[config.mk]
export PLATFORM = sky130hd
export DESIGN_NAME = serial_tx
export DESIGN_NICKNAME = d
export VERILOG_FILES = /design/src/rtl/serial_tx.sv
export SDC_FILE = /design/constraint.sdc
export NUM_CORES = 1
export LEC_CHECK = 0
export CAP_MARGIN = 25
export CORE_UTILIZATION = 45
export CTS_CLUSTER_DIAMETER = 200
export DETAILED_ROUTE_END_ITERATION = 16
export MAX_ROUTING_LAYER = met4
export PLACE_DENSITY = 0.68
export SLEW_MARGIN = 20
export SYNTH_ARGS = -nofsm -noshare
export SYNTH_HDL_FRONTEND = slang
export SYNTH_SLANG_ARGS = --single-unit
[constraint.sdc]
create_clock -name clk -period 1.8 [get_ports clk]
set_input_delay 0.27 -clock clk [delete_from_list [all_inputs] [get_ports clk]]
set_output_delay 0.27 -clock clk [all_outputs]
set_load 0.005 [all_outputs]
[src/rtl/serial_tx.sv]
// Framed parallel-in/serial-out transmitter: start bit, MSB-first data, optional
// even parity, stop bit, each bit held for CLKS_PER_BIT clock cycles.
module serial_tx #(
    parameter int WIDTH        = 8,
    parameter int CLKS_PER_BIT = 1,
    parameter int PARITY_EN    = 0
) (
    input  logic             clk,
    input  logic             rst,
    input  logic [WIDTH-1:0] din,
    input  logic             din_valid,
    output logic             din_ready,
    output logic             q,
    output logic             busy,
    output logic             done
);

    localparam int CW = (CLKS_PER_BIT > 1) ? $clog2(CLKS_PER_BIT) : 1;
    localparam int BW = $clog2(WIDTH + 1);
    localparam logic [CW-1:0] CNT_LAST = CW'(CLKS_PER_BIT - 1);
    localparam logic [BW-1:0] BIT_LAST = BW'(WIDTH - 1);

    typedef enum logic [2:0] {
        IDLE,
        START,
        DATA,
        PARITY,
        STOP
    } state_t;

    state_t           state_q, state_d;
    logic [CW-1:0]    cnt_q, cnt_d;
    logic [BW-1:0]    bit_q, bit_d;
    logic [WIDTH-1:0] shift_q, shift_d;
    logic             par_q, par_d;
    logic             q_q, q_d;
    logic             busy_q, busy_d;
    logic             ready_q, ready_d;
    logic             done_q, done_d;
    logic             boundary;

    always_ff @(posedge clk) begin
        if (rst) begin
            state_q <= IDLE;
            cnt_q   <= '0;
            bit_q   <= '0;
            shift_q <= '0;
            par_q   <= 1'b0;
            q_q     <= 1'b1;
            busy_q  <= 1'b0;
            ready_q <= 1'b1;
            done_q  <= 1'b0;
        end else begin
            state_q <= state_d;
            cnt_q   <= cnt_d;
            bit_q   <= bit_d;
            shift_q <= shift_d;
            par_q   <= par_d;
            q_q     <= q_d;
            busy_q  <= busy_d;
            ready_q <= ready_d;
            done_q  <= done_d;
        end
    end

    always_comb begin
        state_d  = state_q;
        cnt_d    = cnt_q;
        bit_d    = bit_q;
        shift_d  = shift_q;
        par_d    = par_q;
        done_d   = 1'b0;
        boundary = (cnt_q == CNT_LAST);

        if (state_q != IDLE) begin
            cnt_d = boundary ? '0 : cnt_q + 1'b1;
        end

        unique case (state_q)
            IDLE: begin
                if (din_valid && din_ready) begin
                    state_d = START;
                    shift_d = din;
                    par_d   = ^din;
                    cnt_d   = '0;
                    bit_d   = '0;
                end
            end
            START: begin
                if (boundary) state_d = DATA;
            end
            DATA: begin
                if (boundary) begin
                    shift_d = shift_q << 1;
                    if (bit_q == BIT_LAST) begin
                        state_d = (PARITY_EN != 0) ? PARITY : STOP;
                    end else begin
                        bit_d = bit_q + 1'b1;
                    end
                end
            end
            PARITY: begin
                if (boundary) state_d = STOP;
            end
            STOP: begin
                if (boundary) begin
                    state_d = IDLE;
                    done_d  = 1'b1;
                end
            end
            default: state_d = IDLE;
        endcase

        // Outputs are registered, so they are decoded from the state being entered.
        unique case (state_d)
            START:   q_d = 1'b0;
            DATA:    q_d = shift_d[WIDTH-1];
            PARITY:  q_d = par_d;
            default: q_d = 1'b1;
        endcase
        busy_d  = (state_d != IDLE);
        ready_d = !busy_d;
    end

    assign q         = q_q;
    assign busy      = busy_q;
    assign din_ready = ready_q;
    assign done      = done_q;

endmodule

==> impl_metrics.yaml, run 1 <==
outcome:
  status: "complete, no violations"
min_path:
  hp-class: "reg -> reg"
  hold_depth: 2
  whs_endpoint: "shift_q[4]"
  hold_start: "shift_q[4]"
drt:
  drt-total-wl_um: 2190
  routed_via_density: 5.50
  drtIter0Drc: 14
  first_pass_iters: 4
  ant_nets: 0
  vias: 897
  wl_per_cell_um: 13.4
  drc: 0
worst_setup_path:
  reg2reg_to: "state_q[2]"
  crit_path_end_kind: "flop"
  arrival_ns: 1.92
  crit_type: "reg -> reg"
  reg2reg_slack_ns: 0.12
  cp_top_family: "simple AND/OR/NAND/NOR gates"
  start_kind: "flop"
  critPathMaxFanout: 4
  r2r-start: "bit_q[0]"
  r2r_cells: 5
  critPathMaxStageDelay_ns: 0.60
  crit_chain: "ha_1, nand3b_1, nor2b_2, or4b_2, a21oi_1"
  critPathBufInv: 0
  slowest_stage: "or4b_2"
  required_ns: 2.04
global_route:
  antenna_found_initial: 0
  grt_max_degree: 13
  track_usage_pct: 20.2
  overflow: 0
  grt_pass1_wl_um: 3680
  grt_pass1_vias: 870
floorplan:
  coreArea_um2: 2020
  die-width_um: 49.3
  die_y_um: 49.3
  initial_core_util_pct: 49.8
  fp-row-count: 16
  dieArea_um2: 2430
  ios: 15
synth:
  syn_inst: 113
  synth_seq_cells: 21
  synth_top_cells_by_count: "21 x dfxtp_1, 12 x nand2_1, 11 x a21oi_1"
  ys.flop_type: "dfxtp_1"
  synth_largest_area_cell: "dfxtp_1"
  synth_top_area_share_pct: 41.8
  syn-num-nets: 125
  ys_seq_area_share_pct: 41.8
  synth_area_um2: 1010
  syn_avg_cell_area_um2: 8.90
  yosys_warnings: 0
  synthArstFlopShare_pct: 0
  synth-edff-count: 0
  ys_top_cells_by_area: "dfxtp_1 42%, xnor2_1 6.1%, a21oi_1 5.5%"
  synth.most_common_cell: "dfxtp_1"
  yosysUniqueCellTypes: 38
timing:
  final.setup.worst_slack_ns: 0.120
  skew_ns: 0.00240
  clock.fmax_mhz: 595
  setup_viol: 0
  max-slew-margin-rel_pct: 70.0
  post-route-min-period_ns: 1.68
  finalHoldViolCount: 0
  worst_pin_slew_ns: 0.449
  maxSlewViolCount: 0
  finalCritPeriodShare_pct: 93.3
  rsz0062_at_grt: "no"
cts:
  clk_pin_slew_ns: 0.12
  cts_made_buffers: 3
  clockBufferDepth: 2
  cts_sinks: 21
  h-tree-depth: 1
  insertion_delay_ns: 0.30
  clockRootBuffer: "clkbuf_4"
  cts_tree: "yes"
placement:
  portBuffers: 14
  globalplace.congestion: 0.851
  dp_hpwl_um: 1630
  pre_cts_ws_ns: -0.00300
power_and_ir_drop:
  leakagePower_nw: 0.449
  vdd_drop_max_mv: 0.506
  power.density_nw_per_um2: 788
run:
  cap_violations: 0
cells_and_area:
  fin_util_pct: 63.4
  drive_above_1_share_pct: 18.4
  nets: 149
  antenna-diode-count: 0
  area_growth_syn_to_layout_pct: 27.5
[what timing repair did]
action | in CTS | in global routing
setup endpoints to repair | 0 | 1
hold buffers | 0 | 0
setup buffers | 0 | 1
gates resized for setup | 0 | 4
[layout by cell type (no fill, tap or decap), drive strengths merged, types with 4 or more instances in the layout]
cell,count
o21ai,5
a22oi,7
nand2,12
clkdlybuf4s50,14
a21oi,12
clkbuf,4
nor2,7
buf,13
dfxtp,21
xnor2,7
[power breakdown]
part / switching, mW / internal [mW]
logic: 0.115 / 0.143
registers: 0.0229 / 0.501
clock network: 0.142 / 0.0864
total: 0.280 / 0.730
[metrics by stage]
stage | hold slack [ns] | std cells | power (mW) | TNS [ns] | area [um2]
CTS | 0.464 | 162 | 1.02 | 0 | 1260
detailed placement | 0.448 | 158 | 0.789 | -0.00300 | 1240
floorplan | 0.431 | 113 | 0.677 | 0 | 1010
global route | 0.489 | 163 | 1.07 | 0 | 1280
finish | 0.460 | 163 | 1.01 | 0 | 1280
global placement | 0.439 | 158 | 0.782 | 0 | 1240
[flip-flops by register name, indices dropped and copies added, names as in the netlist]
signal and flops:
cnt_q 1, done 1, par_q 1, state_q 3
shift_q 8, bit_q 4, din_ready 1, busy 1
q 1
[area by class of cell]
type | instances | area, um2
clock buffer | 4 | 26.3
timing repair buffer | 27 | 250
inverter | 3 | 11.3
fill | 188 | 739
tap | 27 | 33.8
multi-input combinational | 81 | 538
sequential | 21 | 423
[worst max-delay path by stage]
stage	startpoint	endpoint	slack, ns	cells past startpoint
2_1_floorplan	state_q[0]	bit_q[3]	0.18	5
3_3_place_gp	din_valid	bit_q[3]	0.02	5
3_5_place_dp	din_valid	bit_q[3]	-0.003	5
4_1_cts	bit_q[0]	state_q[2]	0.02	5
5_1_grt	bit_q[0]	state_q[2]	0.01	5
6_report	bit_q[0]	state_q[2]	0.12	5
[kinds of logic (layout without fill, tap and decap cells)]
| kind of cell | count (synthesis) | count (layout) | share of synthesized area (%) |
|---|---|---|---|
| adder cells (fa/ha/maj) | 1 | 1 | 1.24 |
| AND/OR/NAND/NOR | 36 | 36 | 21.0 |
| XOR/XNOR | 7 | 7 | 6.09 |
| buffers and inverters | 11 | 34 | 5.60 |
| flip-flops | 21 | 21 | 41.8 |
| AO/OA/AOI/OAI | 37 | 37 | 24.3 |
[tightest hold or removal path, cell delays in order, from the launching register on]
cell,delay (ns)
dfxtp_1,0.33
nand2_1,0.05
a21oi_1,0.05
[metal layers]
layer  track usage, %  vias up  routed length [um]
met5                -        -                   0
met4             6.86        0                   9
met3             3.74        2                  38
met2             35.2       10                1140
met1             22.9      429                1000
li1                 -      456                   -
Power figures use the tool's default switching activity.
==> run 2: changes to the inputs <==
- SLEW_MARGIN: 20 -> 5
==> results of run 2 <==
Final layout, timing and power as in run 1 (identical DEF).
